[config.mk]
export PLATFORM = sky130hd
export DESIGN_NAME = ram_host_sequencer_flat
export DESIGN_NICKNAME = d
export VERILOG_FILES = /design/src/rtl/ram_host_sequencer_if.sv /design/src/rtl/ram_host_sequencer.sv /design/src/flat_wrapper.sv
export SDC_FILE = /design/constraint.sdc
export NUM_CORES = 1
export LEC_CHECK = 0
export CORE_MARGIN = 1.5
export CORE_UTILIZATION = 35
export CTS_BUF_LIST = sky130_fd_sc_hd__clkbuf_4
export DETAILED_ROUTE_END_ITERATION = 7
export GPL_ROUTABILITY_DRIVEN = 0
export PLACE_DENSITY = 0.63
export SLEW_MARGIN = 15
export SYNTH_ARGS = -nofsm -noshare
export SYNTH_HDL_FRONTEND = slang
export SYNTH_SLANG_ARGS = --single-unit
[constraint.sdc]
create_clock -name clk -period 5.5 [get_ports clk]
set_input_delay 1.375 -clock clk [delete_from_list [all_inputs] [get_ports clk]]
set_output_delay 1.375 -clock clk [all_outputs]
set_load 0.005 [all_outputs]
[src/rtl/ram_host_sequencer_if.sv]
// Host command/response bundle for ram_host_sequencer.
// The master issues commands and the slave returns READ data.
interface ram_host_sequencer_if #(
  parameter int unsigned AW = 8,
  parameter int unsigned DW = 16
) ();
  logic          cmd_valid;
  logic          cmd_ready;
  logic [1:0]    cmd_op;
  logic [AW-1:0] cmd_addr;
  logic [DW-1:0] cmd_data;
  logic          rsp_valid;
  logic [DW-1:0] rsp_data;

  modport master (
    output cmd_valid, cmd_op, cmd_addr, cmd_data,
    input  cmd_ready, rsp_valid, rsp_data
  );

  modport slave (
    input  cmd_valid, cmd_op, cmd_addr, cmd_data,
    output cmd_ready, rsp_valid, rsp_data
  );
endinterface

[src/rtl/ram_host_sequencer.sv]
// Arbitrates the program/data RAM between host WRITE/READ commands (CPU halted)
// and a budgeted CPU run, where the CPU's RAM signals pass straight through.
module ram_host_sequencer #(
  parameter int unsigned AW = 8,
  parameter int unsigned DW = 16,
  parameter int unsigned CW = 16
) (
  input  logic          clk,
  input  logic          rst,
  ram_host_sequencer_if.slave host,
  output logic          run_done,
  output logic          running,
  output logic          cpu_rst,
  input  logic          cpu_wrEn,
  input  logic [AW-1:0] cpu_addr,
  input  logic [DW-1:0] cpu_wdata,
  output logic [DW-1:0] cpu_rdata,
  output logic          ram_we,
  output logic [AW-1:0] ram_addr,
  output logic [DW-1:0] ram_din,
  input  logic [DW-1:0] ram_dout
);

  localparam logic [1:0] OP_WRITE = 2'b00;
  localparam logic [1:0] OP_READ  = 2'b01;
  localparam logic [1:0] OP_RUN   = 2'b10;
  localparam logic [1:0] OP_HALT  = 2'b11;

  typedef enum logic [2:0] {
    S_HALT = 3'd0,
    S_WR   = 3'd1,
    S_RD_A = 3'd2,
    S_RD_W = 3'd3,
    S_RUN  = 3'd4
  } state_t;

  state_t        state;
  logic [AW-1:0] addr_q;
  logic [DW-1:0] data_q;
  logic          we_q;
  logic [CW-1:0] budget;
  logic          rsp_valid_q;
  logic [DW-1:0] rsp_data_q;
  logic          cmd_ready_c;
  logic          cmd_fire;
  logic          run_sel;
  logic          expire;

  // Only HALT may interrupt a run; the short RAM sequences are never interruptible.
  always_comb begin
    cmd_ready_c = 1'b0;
    unique case (state)
      S_HALT:  cmd_ready_c = 1'b1;
      S_RUN:   cmd_ready_c = (host.cmd_op == OP_HALT);
      default: cmd_ready_c = 1'b0;
    endcase
    cmd_ready_c = cmd_ready_c & ~rst;
  end

  assign host.cmd_ready = cmd_ready_c;
  assign cmd_fire       = host.cmd_valid & cmd_ready_c;
  assign run_sel        = (state == S_RUN);
  assign expire         = (budget == CW'(1));

  assign host.rsp_valid = rsp_valid_q;
  assign host.rsp_data  = rsp_data_q;

  // RAM mux; rst masks the write strobe so a reset landing in WR or RUN never stores.
  assign ram_we    = ~rst & (run_sel ? cpu_wrEn : we_q);
  assign ram_addr  = run_sel ? cpu_addr  : addr_q;
  assign ram_din   = run_sel ? cpu_wdata : data_q;
  assign cpu_rdata = ram_dout;

  always_ff @(posedge clk) begin
    if (rst) begin
      state       <= S_HALT;
      addr_q      <= '0;
      data_q      <= '0;
      we_q        <= 1'b0;
      budget      <= '0;
      rsp_valid_q <= 1'b0;
      rsp_data_q  <= '0;
      run_done    <= 1'b0;
      running     <= 1'b0;
      cpu_rst     <= 1'b1;
    end else begin
      rsp_valid_q <= 1'b0;
      run_done    <= 1'b0;
      we_q        <= 1'b0;
      unique case (state)
        S_HALT: begin
          if (cmd_fire) begin
            unique case (host.cmd_op)
              OP_WRITE: begin
                addr_q <= host.cmd_addr;
                data_q <= host.cmd_data;
                we_q   <= 1'b1;
                state  <= S_WR;
              end
              OP_READ: begin
                addr_q <= host.cmd_addr;
                state  <= S_RD_A;
              end
              OP_RUN: begin
                budget  <= CW'(host.cmd_data);
                cpu_rst <= 1'b0;
                running <= 1'b1;
                state   <= S_RUN;
              end
              default: state <= S_HALT;
            endcase
          end
        end
        S_WR:   state <= S_HALT;
        S_RD_A: state <= S_RD_W;
        S_RD_W: begin
          rsp_data_q  <= ram_dout;
          rsp_valid_q <= 1'b1;
          state       <= S_HALT;
        end
        S_RUN: begin
          // Budget 0 means unlimited; expiry owns run_done even if HALT arrives together.
          if (expire || cmd_fire) begin
            cpu_rst  <= 1'b1;
            running  <= 1'b0;
            run_done <= expire;
            budget   <= '0;
            state    <= S_HALT;
          end else if (budget != '0) begin
            budget <= budget - CW'(1);
          end
        end
        default: state <= S_HALT;
      endcase
    end
  end

endmodule

[src/flat_wrapper.sv]
// flat-port wrapper written by rule: the top's interface ports become plain ports
module ram_host_sequencer_flat 
#(
  parameter int unsigned AW = 8,
  parameter int unsigned DW = 16,
  parameter int unsigned CW = 16
)
  (clk, rst, run_done, running, cpu_rst, cpu_wrEn, cpu_addr, cpu_wdata, cpu_rdata, ram_we, ram_addr, ram_din, ram_dout, host_cmd_valid, host_cmd_op, host_cmd_addr, host_cmd_data, host_cmd_ready, host_rsp_valid, host_rsp_data);
  ram_host_sequencer_if #(.AW(AW), .DW(DW)) host_i ();
  input  logic clk;
  input  logic rst;
  output logic run_done;
  output logic running;
  output logic cpu_rst;
  input  logic cpu_wrEn;
  input  logic [AW-1:0] cpu_addr;
  input  logic [DW-1:0] cpu_wdata;
  output logic [DW-1:0] cpu_rdata;
  output logic ram_we;
  output logic [AW-1:0] ram_addr;
  output logic [DW-1:0] ram_din;
  input  logic [DW-1:0] ram_dout;
  input wire logic [$bits(host_i.cmd_valid)-1:0] host_cmd_valid;
  input wire logic [$bits(host_i.cmd_op)-1:0] host_cmd_op;
  input wire logic [$bits(host_i.cmd_addr)-1:0] host_cmd_addr;
  input wire logic [$bits(host_i.cmd_data)-1:0] host_cmd_data;
  output wire logic [$bits(host_i.cmd_ready)-1:0] host_cmd_ready;
  output wire logic [$bits(host_i.rsp_valid)-1:0] host_rsp_valid;
  output wire logic [$bits(host_i.rsp_data)-1:0] host_rsp_data;
  assign host_i.cmd_valid = host_cmd_valid;
  assign host_i.cmd_op = host_cmd_op;
  assign host_i.cmd_addr = host_cmd_addr;
  assign host_i.cmd_data = host_cmd_data;
  assign host_cmd_ready = host_i.cmd_ready;
  assign host_rsp_valid = host_i.rsp_valid;
  assign host_rsp_data = host_i.rsp_data;
  ram_host_sequencer #(.AW(AW), .DW(DW), .CW(CW)) u_core (.clk(clk), .rst(rst), .host(host_i), .run_done(run_done), .running(running), .cpu_rst(cpu_rst), .cpu_wrEn(cpu_wrEn), .cpu_addr(cpu_addr), .cpu_wdata(cpu_wdata), .cpu_rdata(cpu_rdata), .ram_we(ram_we), .ram_addr(ram_addr), .ram_din(ram_din), .ram_dout(ram_dout));
endmodule
==> qor.csv, run 1 <==
metric;value;unit
p_leak;0.00175;µW
synth_nets;516;
via_count;3271;
htreeDepth;3;
netlist-cell-type-count;54;
rsz0062_at_grt;false;
worstPathMaxFanout;5;
cp_slowest_cell;clkdlybuf4s50_1;
status;completed;
clk_pin_slew;0.09;ns
finish.utilization;50.1;%
netlist_area;3290;µm²
timing.clock.skew;0.0145;ns
cp_num_buf_inv;2;
grt_max_degree;41;
path_cells;clkdlybuf4s50_1, nand2_1, a2111oi_0, clkdlybuf4s50_1;
synth_edf_count;0;
crit_cells;4;
drcViolationCount;0;
crit_type;in2out;
cts.path.max_buffers;2;
clkLatencyLatePin;0.41;ns
ys_ff_latch;64;
end_kind;primary output;
cts_tree;done;
numPortBuffers;131;
pin_count;132;
cts_buffers;9;
root_buffer;clkbuf_4;
cp.arrival;3.08;ns
endpoint;host_cmd_ready;
ys_warn_count;0;
min_path_type;reg2reg;
worst_slew_pin_slew;1.06;ns
rrSetupSlack;2.51;ns
drv_slew;0;
wire_per_inst;14.0;µm
power.density;246;nW/µm²
routed_wirelength;9.24;mm
grt_pass1_vias;3028;
finalSetupViolations;0;
r2r_cells;5;
first_iter_violations;183;
via_per_inst;4.95;
grt_pass1_wl;14.7;mm
max_freq;225;MHz
dieHeight;100;µm
clock-sinks;64;
ir_drop;0.0986;mV
crit_family;buffers and inverters;
drv_cap;0;
cts_setup_buffers;0;
preCtsSetupSlack;1.09;ns
setup.worst_path.start_class;input port;
cts_resized;0;
reg2reg_from;u_core.state[2];
post-route-period-util;80.9;%
tns;0;ns
hold_violations;0;
die-area;9990;µm²
required;4.12;ns
initial_core_util;35.8;%
track_usage;18.5;%
syn_to_final_growth;40.0;%
startpoint;host_cmd_op[0];
synth_top_area_share;38.9;%
drive_above_1_share;6.01;%
syn-instance-count;444;
max_stage_delay;0.61;ns
syn_area_per_cell;7.41;µm²
fp-row-count;35;
crit_top_cell;clkdlybuf4s50_1;
fin_hold_ws;0.459;ns
min_period;4.45;ns
maxSlewHeadroom;28.9;%
antenna_found_initial;1;
synth_seq_area_share;38.9;%
hold_buffers;0;
ant_nets;0;
coreArea;9200;µm²
dp_hpwl;6.64;mm
ys.flop_type;dfxtp_1;
r2r_end;u_core.budget[15];
yosysTopAreaCell;dfxtp_1;
fill_cells;935;
async_reset_ff_share;0;%
detail_route.first_pass.iterations;4;
setup_ws;1.05;ns
die_w;100;µm
grt-ovfl-total;0;
nets;617;
yosys-top-cells-area;dfxtp_1, nand2_1, a21oi_1, buf_4, nor2_1;
-- power breakdown --
group	internal, µW	switching (µW)
logic	181	188
registers	486	23.6
clock network	91.1	166
-- worst min-delay path by stage --
stage	endpoint	start	slack [ns]	cells past startpoint
2_1_floorplan	u_core.data_q[0]	u_core.data_q[0]	0.44	2
3_3_place_gp	u_core.host.rsp_data[11]	u_core.host.rsp_data[11]	0.44	2
3_5_place_dp	u_core.host.rsp_data[7]	u_core.host.rsp_data[7]	0.45	2
4_1_cts	u_core.host.rsp_data[7]	u_core.host.rsp_data[7]	0.46	2
5_1_grt	u_core.host.rsp_data[7]	u_core.host.rsp_data[7]	0.48	2
6_report	u_core.host.rsp_data[8]	u_core.host.rsp_data[8]	0.46	2
-- worst reg2reg max path, delay by kind of cell (launching register included) --
kind / cells / cell delay, ns
and+or+nand+nor: 2 / 1.22
AOI/OAI and AO/OA: 3 / 1.16
DFF: 1 / 0.50
-- final cells by class --
type / instances / area (µm²) / area share [%]
antenna: 1 / 2.50 / 0.0543
clock buffer: 10 / 75.1 / 1.63
clock inverter: 5 / 25.0 / 0.543
inverter: 10 / 37.5 / 0.815
multi-input combinational: 327 / 1720 / 37.4
sequential: 64 / 1280 / 27.8
tap: 111 / 139 / 3.02
timing repair buffer: 133 / 1320 / 28.7
-- flip-flops by register name (all words and copies together), names as in the netlist, 3 cells and up --
signal / count
u_core.state: 3
u_core.addr_q: 8
u_core.host.rsp_data: 16
u_core.data_q: 16
u_core.budget: 16
-- synthesized netlist by cell type, types with 3 or more instances --
cell type / number
buf_2: 3
a21oi_1: 46
nand2_1: 151
nor4_1: 3
mux2i_1: 8
o21ai_0: 8
a211oi_1: 4
xnor2_1: 3
a221oi_1: 3
buf_6: 3
clkbuf_1: 20
o21a_1: 3
nand4b_1: 3
nor3_1: 10
inv_1: 9
nor2_1: 32
buf_4: 17
or2_2: 3
a32oi_1: 4
o32ai_1: 4
dfxtp_1: 64
-- stage by stage --
step | power (µW) | instance area, µm² | instances
after global routing | 1210 | 4610 | 661
after CTS | 1140 | 4600 | 660
after detailed placement | 885 | 4500 | 645
after global placement | 881 | 4500 | 645
final | 1130 | 4610 | 661
after floorplan | 748 | 3290 | 444
-- cell usage in the layout, fill, tap and decap left out, drive strengths merged, types with 3 or more instances in the layout --
master / synthesis / routed
nand2: 151 / 151
clkdlybuf4s50: 0 / 130
dfxtp: 64 / 64
a21oi: 46 / 46
nor2: 33 / 33
nor3: 10 / 10
clkbuf: 20 / 10
o21ai: 10 / 10
inv: 9 / 9
mux2i: 8 / 8
a211oi: 5 / 5
clkinv: 1 / 5
a32oi: 4 / 4
o32ai: 4 / 4
nor4: 4 / 4
or2: 4 / 4
nand4b: 3 / 3
o21a: 3 / 3
a221oi: 3 / 3
xnor2: 3 / 3
buf: 23 / 3
-- routing by layer --
| metal | vias to the layer above | track usage, % | part of all wire [%] | routed length, µm |
|---|---|---|---|---|
| li1 | 1686 | - | - | - |
| met1 | 1464 | 24.8 | 45 | 4130 |
| met2 | 110 | 29.0 | 46 | 4290 |
| met3 | 11 | 3.69 | 7.4 | 686 |
| met4 | 0 | 8.13 | 1.5 | 138 |
| met5 | - | 0 | 0 | 0 |
-- logic make-up (layout without fill, tap and decap cells) --
kind of cell / count (synthesis) / count (layout) / synth area share, %
XOR/XNOR: 5 / 5 / 1.33
AND/OR/NAND/NOR: 224 / 224 / 30.4
adder cells (fa/ha/maj): 2 / 2 / 0.760
other: 0 / 1 / 0
buffers and inverters: 53 / 158 / 8.78
AO/OA/AOI/OAI: 88 / 88 / 17.4
multiplexers: 8 / 8 / 2.43
flip-flops: 64 / 64 / 38.9
No activity file was read; power rests on OpenSTA's default activity.
==> inputs of run 2 (changes only) <==
--- a/config.mk
+++ b/config.mk
@@ -10,7 +10,7 @@
 export CTS_BUF_LIST = sky130_fd_sc_hd__clkbuf_4
 export DETAILED_ROUTE_END_ITERATION = 7
 export GPL_ROUTABILITY_DRIVEN = 0
-export PLACE_DENSITY = 0.63
+export PLACE_DENSITY = 0.66
 export SLEW_MARGIN = 15
 export SYNTH_ARGS = -nofsm -noshare
 export SYNTH_HDL_FRONTEND = slang
==> constraint.sdc (replaced) <==
create_clock -name clk -period 3.57 [get_ports clk]
set_input_delay 0.8925 -clock clk [delete_from_list [all_inputs] [get_ports clk]]
set_output_delay 0.8925 -clock clk [all_outputs]
set_load 0.005 [all_outputs]
==> run 2 against run 1 <==
  * Global-route usage grew 0.63 points
  * Register-to-register slack worse by 1.5 ns
  * Cell count grew 0.91%
  * Hold slack got worse by 0.00095 ns
  * Critical path type unchanged
  * Largest power group unchanged
  * Highest routed layer unchanged
==> qor.csv, run 2 (synthesis results as in run 1) <==
metric;value;unit;change
wire_per_inst;14.2;µm;+1.5%
path_cells;clkdlybuf4s50_1, nand2_1, a2111oi_0, clkdlybuf4s50_1;;
max_stage_delay;0.61;ns;about the same
numPortBuffers;131;;unchanged
drv_cap;0;;unchanged
die-area;9990;µm²;unchanged
mostFrequentLayoutCells;nand2_1, clkdlybuf4s50_1, dfxtp_1;;
worst_slew_pin_slew;0.658;ns;-0.407 ns
clk_pin_slew;0.10;ns;about the same
fin_hold_ws;0.458;ns;-0.000951 ns
grt-ovfl-total;0;;unchanged
reg2reg_from;u_core.state[2];;
r2r_cells;6;;+1
cts.path.max_buffers;2;;unchanged
min_path_type;reg2reg;;
p_leak;0.00181;µW;+3.1%
antenna_found_initial;1;;unchanged
initial_core_util;35.8;%;unchanged
dp_hpwl;6.90;mm;+4.0%
finalSetupViolations;0;;unchanged
cts_resized;0;;unchanged
min_from;u_core.host.rsp_data[9];;
power_frac_clock;29.4;%;+6.8 points
htreeDepth;3;;unchanged
worstPathMaxFanout;4;;-1
cts_tree;done;;
fp-row-count;35;;unchanged
drv_slew;0;;unchanged
via_count;3337;;+2.0%
min_period;3.45;ns;
via_per_inst;5.00;;+1.1%
hold_buffers;0;;unchanged
fill_cells;910;;-2.7%
r2r_end;u_core.budget[10];;
max_freq;289;MHz;
drive_above_1_share;7.03;%;+1.0 points
layout_commonest_cell;nand2_1;;
drcViolationCount;0;;unchanged
grt_pass1_wl;15.2;mm;+3.2%
cp.arrival;2.56;ns;-0.52 ns
end_kind;primary output;;
nets;622;;+0.81%
coreArea;9200;µm²;unchanged
clkLatencyLatePin;0.41;ns;about the same
hold_violations;0;;unchanged
cts_buffers;9;;unchanged
rsz0062_at_grt;false;;
placed_area;4540;µm²;+0.83%
root_buffer;clkbuf_4;;
intPower;1340;µW;+76%
maxSlewHeadroom;55.9;%;+27 points
setup.worst_path.start_class;input port;;
cts_setup_buffers;0;;unchanged
cp_num_buf_inv;2;;unchanged
grt_max_degree;41;;unchanged
crit_family;buffers and inverters;;
pin_count;132;;unchanged
crit_type;in2out;;
fin_area;4700;µm²;+2.0%
track_usage;19.2;%;+0.63 points
post-route-period-util;96.8;%;
holdPathStages;2;;unchanged
detail_route.first_pass.iterations;5;;+1
hold_end;u_core.host.rsp_data[9];;
first_iter_violations;137;;-25%
switching_share;30.6;%;-2.7 points
ant_nets;0;;unchanged
crit_top_cell;clkdlybuf4s50_1;;
p_comb_share;29.9;%;-2.6 points
required;2.68;ns;-1.44 ns
clock-sinks;64;;unchanged
rrSetupSlack;1.03;ns;-1.48 ns
grt_pass1_vias;3083;;+1.8%
die_w;100;µm;unchanged
power.density;410;nW/µm²;+66%
ir_drop;0.164;mV;+67%
timing.clock.skew;0.0119;ns;-0.00255 ns
p_switching;589;µW;+56%
syn_to_final_growth;42.8;%;
routed_wirelength;9.46;mm;+2.4%
tns;0;ns;unchanged
status;completed;;
p_seq_share;40.7;%;-4.2 points
cp_slowest_cell;clkdlybuf4s50_1;;
dieHeight;100;µm;unchanged
## run 2: final cells by class
class | count | area (µm²) | area share, %
repair buffers | 138 | 1360 | 28.9
multi-input cells | 327 | 1720 | 36.6
diodes | 1 | 2.50 | 0.0533
flip-flops and latches | 64 | 1280 | 27.3
inverters | 10 | 37.5 | 0.799
well taps | 111 | 139 | 2.96
clock buffers | 12 | 90.1 | 1.92
clock inverters | 4 | 68.8 | 1.46
## run 2: worst register-to-register path, stage by stage (launching register included)
cell and delay (ns):
dfxtp_1 0.46, nor3b_4 0.48, buf_4 0.33, o21ai_1 0.28, o31a_4 0.51, or2b_1 0.25
o32ai_1 0.09
## run 2: through the flow
step / cells / total power, µW / setup WS [ns] / utilization [%]
after detailed placement: 650 / 1370 / 0.150 / 49.3
after global routing: 667 / 2030 / 0.00497 / 51.1
final: 667 / 1930 / 0.115 / 51.1
after global placement: 650 / 1360 / 0.169 / 49.3
after floorplan: 444 / 1150 / 1.16 / -
after CTS: 666 / 1940 / 0.117 / 51.1
## run 2: metal layers
metal | vias to the layer above | share of wire [%] | GRT usage, %
li1 | 1700 | - | -
met2 | 127 | 48 | 30.9
met3 | 15 | 7.6 | 3.27
met4 | 0 | 1.7 | 8.34
met5 | - | 0 | 0
met1 | 1495 | 43 | 25.3
## run 2: worst max-delay path by stage
| stage | start | end | slack (ns) | cells after the start |
|---|---|---|---|---|
| final | host_cmd_op[1] | host_cmd_ready | 0.12 | 4 |
| after global routing | host_cmd_op[1] | host_cmd_ready | 0.005 | 4 |
| after CTS | host_cmd_op[1] | host_cmd_ready | 0.12 | 4 |
| after detailed placement | host_cmd_op[1] | host_cmd_ready | 0.15 | 4 |
| after global placement | host_cmd_op[1] | host_cmd_ready | 0.17 | 4 |
| after floorplan | rst | host_cmd_ready | 1.16 | 2 |
## run 2: power by group through the flow
stage	clock network (µW)	logic, µW	registers [µW]
floorplan	0	363	789
global placement	0	566	798
finish	566	575	784
global route	608	631	790
CTS	578	577	784
detailed placement	0	573	800
==> inputs of run 3 (changes only) <==
--- a/config.mk
+++ b/config.mk
@@ -5,13 +5,13 @@
 export SDC_FILE = /design/constraint.sdc
 export NUM_CORES = 1
 export LEC_CHECK = 0
+export CORE_ASPECT_RATIO = 0.9
 export CORE_MARGIN = 1.5
 export CORE_UTILIZATION = 35
 export CTS_BUF_LIST = sky130_fd_sc_hd__clkbuf_4
 export DETAILED_ROUTE_END_ITERATION = 7
 export GPL_ROUTABILITY_DRIVEN = 0
 export PLACE_DENSITY = 0.66
-export SLEW_MARGIN = 15
 export SYNTH_ARGS = -nofsm -noshare
 export SYNTH_HDL_FRONTEND = slang
 export SYNTH_SLANG_ARGS = --single-unit
==> run 3 against run 2 <==
  * Global-route usage rose by 0.22 points
  * Non-clock buffer count rose by 1
  * Die area barely moved
  * Core utilization barely moved
  * Combinational power rose by 0.9%
  * Largest cell class unchanged
  * Largest power group unchanged
==> qor.csv, run 3 (synthesis results as in run 1) <==
metric;value;unit;change
status;completed;;
cts_setup_buffers;0;;unchanged
dieHeight;95.0;µm;-5.0%
end_kind;primary output;;
drv_cap;0;;unchanged
cts_buffers;9;;unchanged
grt_max_degree;42;;+2.4%
track_usage;19.4;%;+0.22 points
clock-sinks;64;;unchanged
min_path_type;reg2reg;;
p_leak;0.00178;µW;-1.5%
hold_buffers;0;;unchanged
wire_per_inst;14.1;µm;-0.48%
cts.path.max_buffers;2;;unchanged
grt_pass1_wl;15.2;mm;+0.46%
via_count;3369;;+0.96%
tns;0;ns;unchanged
post-route-period-util;94.8;%;-2.0 points
die-area;9990;µm²;about the same
rsz0062_at_grt;false;;
mostFrequentLayoutCells;nand2_1, clkdlybuf4s50_1, dfxtp_1;;
ant_nets;0;;unchanged
maxSlewHeadroom;51.6;%;-4.2 points
required;2.68;ns;about the same
grt-ovfl-total;0;;unchanged
hold_violations;0;;unchanged
num_antenna_cells;0;;-1
initial_core_util;36.1;%;+0.28 points
drv_slew;0;;unchanged
worstPathMaxFanout;4;;unchanged
worst_slew_pin_slew;0.723;ns;+0.0657 ns
grt_pass1_vias;3085;;+0.065%
numPortBuffers;131;;unchanged
drcViolationCount;0;;unchanged
ir_drop;0.138;mV;-16%
power.density;377;nW/µm²;-8.1%
timing.clock.skew;0.0106;ns;-0.00133 ns
htreeDepth;3;;unchanged
pin_count;132;;unchanged
antenna_found_initial;0;;-1
routed_wirelength;9.56;mm;+1.0%
syn_to_final_growth;41.6;%;
layout_commonest_cell;nand2_1;;
root_buffer;clkbuf_4;;
via_per_inst;4.98;;-0.53%
drive_above_1_share;6.85;%;-0.18 points
clk_pin_slew;0.09;ns;about the same
nets;623;;+0.16%
fill_cells;910;;unchanged
crit_type;in2out;;
fin_hold_ws;0.457;ns;-0.00107 ns
fp-row-count;33;;-5.7%
detail_route.first_pass.iterations;4;;-1
min_period;3.38;ns;-0.0701 ns
dp_hpwl;6.92;mm;+0.27%
die_w;105;µm;+5.2%
setup.worst_path.start_class;input port;;
coreArea;9130;µm²;-0.78%
cp.arrival;2.49;ns;-0.07 ns
max_freq;295;MHz;+2.1%
cts_resized;0;;unchanged
cts_tree;done;;
first_iter_violations;226;;+65%
clkLatencyLatePin;0.39;ns;-0.02 ns
finalSetupViolations;0;;unchanged
==> run 3: worst max-delay path: stages <==
cell and delay [ns]:
clkdlybuf4s50_1 0.52, nand2_1 0.08, a2111oi_0 0.41, clkdlybuf4s50_1 0.59
==> run 3: stage by stage <==
| stage | total power, µW | instances | instance area (µm²) | setup WS (ns) | utilization, % |
|---|---|---|---|---|---|
| finish | 1750 | 677 | 4660 | 0.185 | 51.0 |
| global route | 1870 | 677 | 4660 | 0.0806 | 51.0 |
| CTS | 1770 | 677 | 4660 | 0.196 | 51.0 |
| detailed placement | 1370 | 662 | 4560 | 0.230 | 50.0 |
| global placement | 1360 | 662 | 4560 | 0.129 | 50.0 |
| floorplan | 1150 | 444 | 3290 | 1.16 | - |
==> run 3: power breakdown <==
part	internal (µW)	switching (µW)
Clock	140	250
Sequential	748	36.1
Combinational	285	295
Total	1170	581
==> run 3: final timing paths <==
| path | cells past startpoint | to | slack, ns | from |
|---|---|---|---|---|
| setup / recovery | 4 | host_cmd_ready | 0.19 | host_cmd_op[1] |
| setup reg to reg | 7 | u_core.budget[5] | 1.15 | u_core.budget[0] |
| hold reg to reg | 2 | u_core.host.rsp_data[9] | 0.46 | u_core.host.rsp_data[9] |
| hold / removal | 2 | u_core.host.rsp_data[9] | 0.46 | u_core.host.rsp_data[9] |
==> run 3: area by class of cell <==
cell class / instances / area, µm² / area share, %
multi-input combinational: 327 / 1720 / 36.9
timing repair buffer: 139 / 1370 / 29.3
sequential: 64 / 1280 / 27.5
tap: 122 / 153 / 3.28
clock buffer: 10 / 75.1 / 1.61
inverter: 10 / 37.5 / 0.806
clock inverter: 5 / 25.0 / 0.537
==> run 3: routing by layer <==
metal | global-route usage [%] | vias up | wire [µm]
met5 | 0 | - | 0
met4 | 6.74 | 0 | 134
li1 | - | 1695 | -
met2 | 31.3 | 131 | 4270
met1 | 25.5 | 1532 | 4390
met3 | 4.49 | 11 | 765
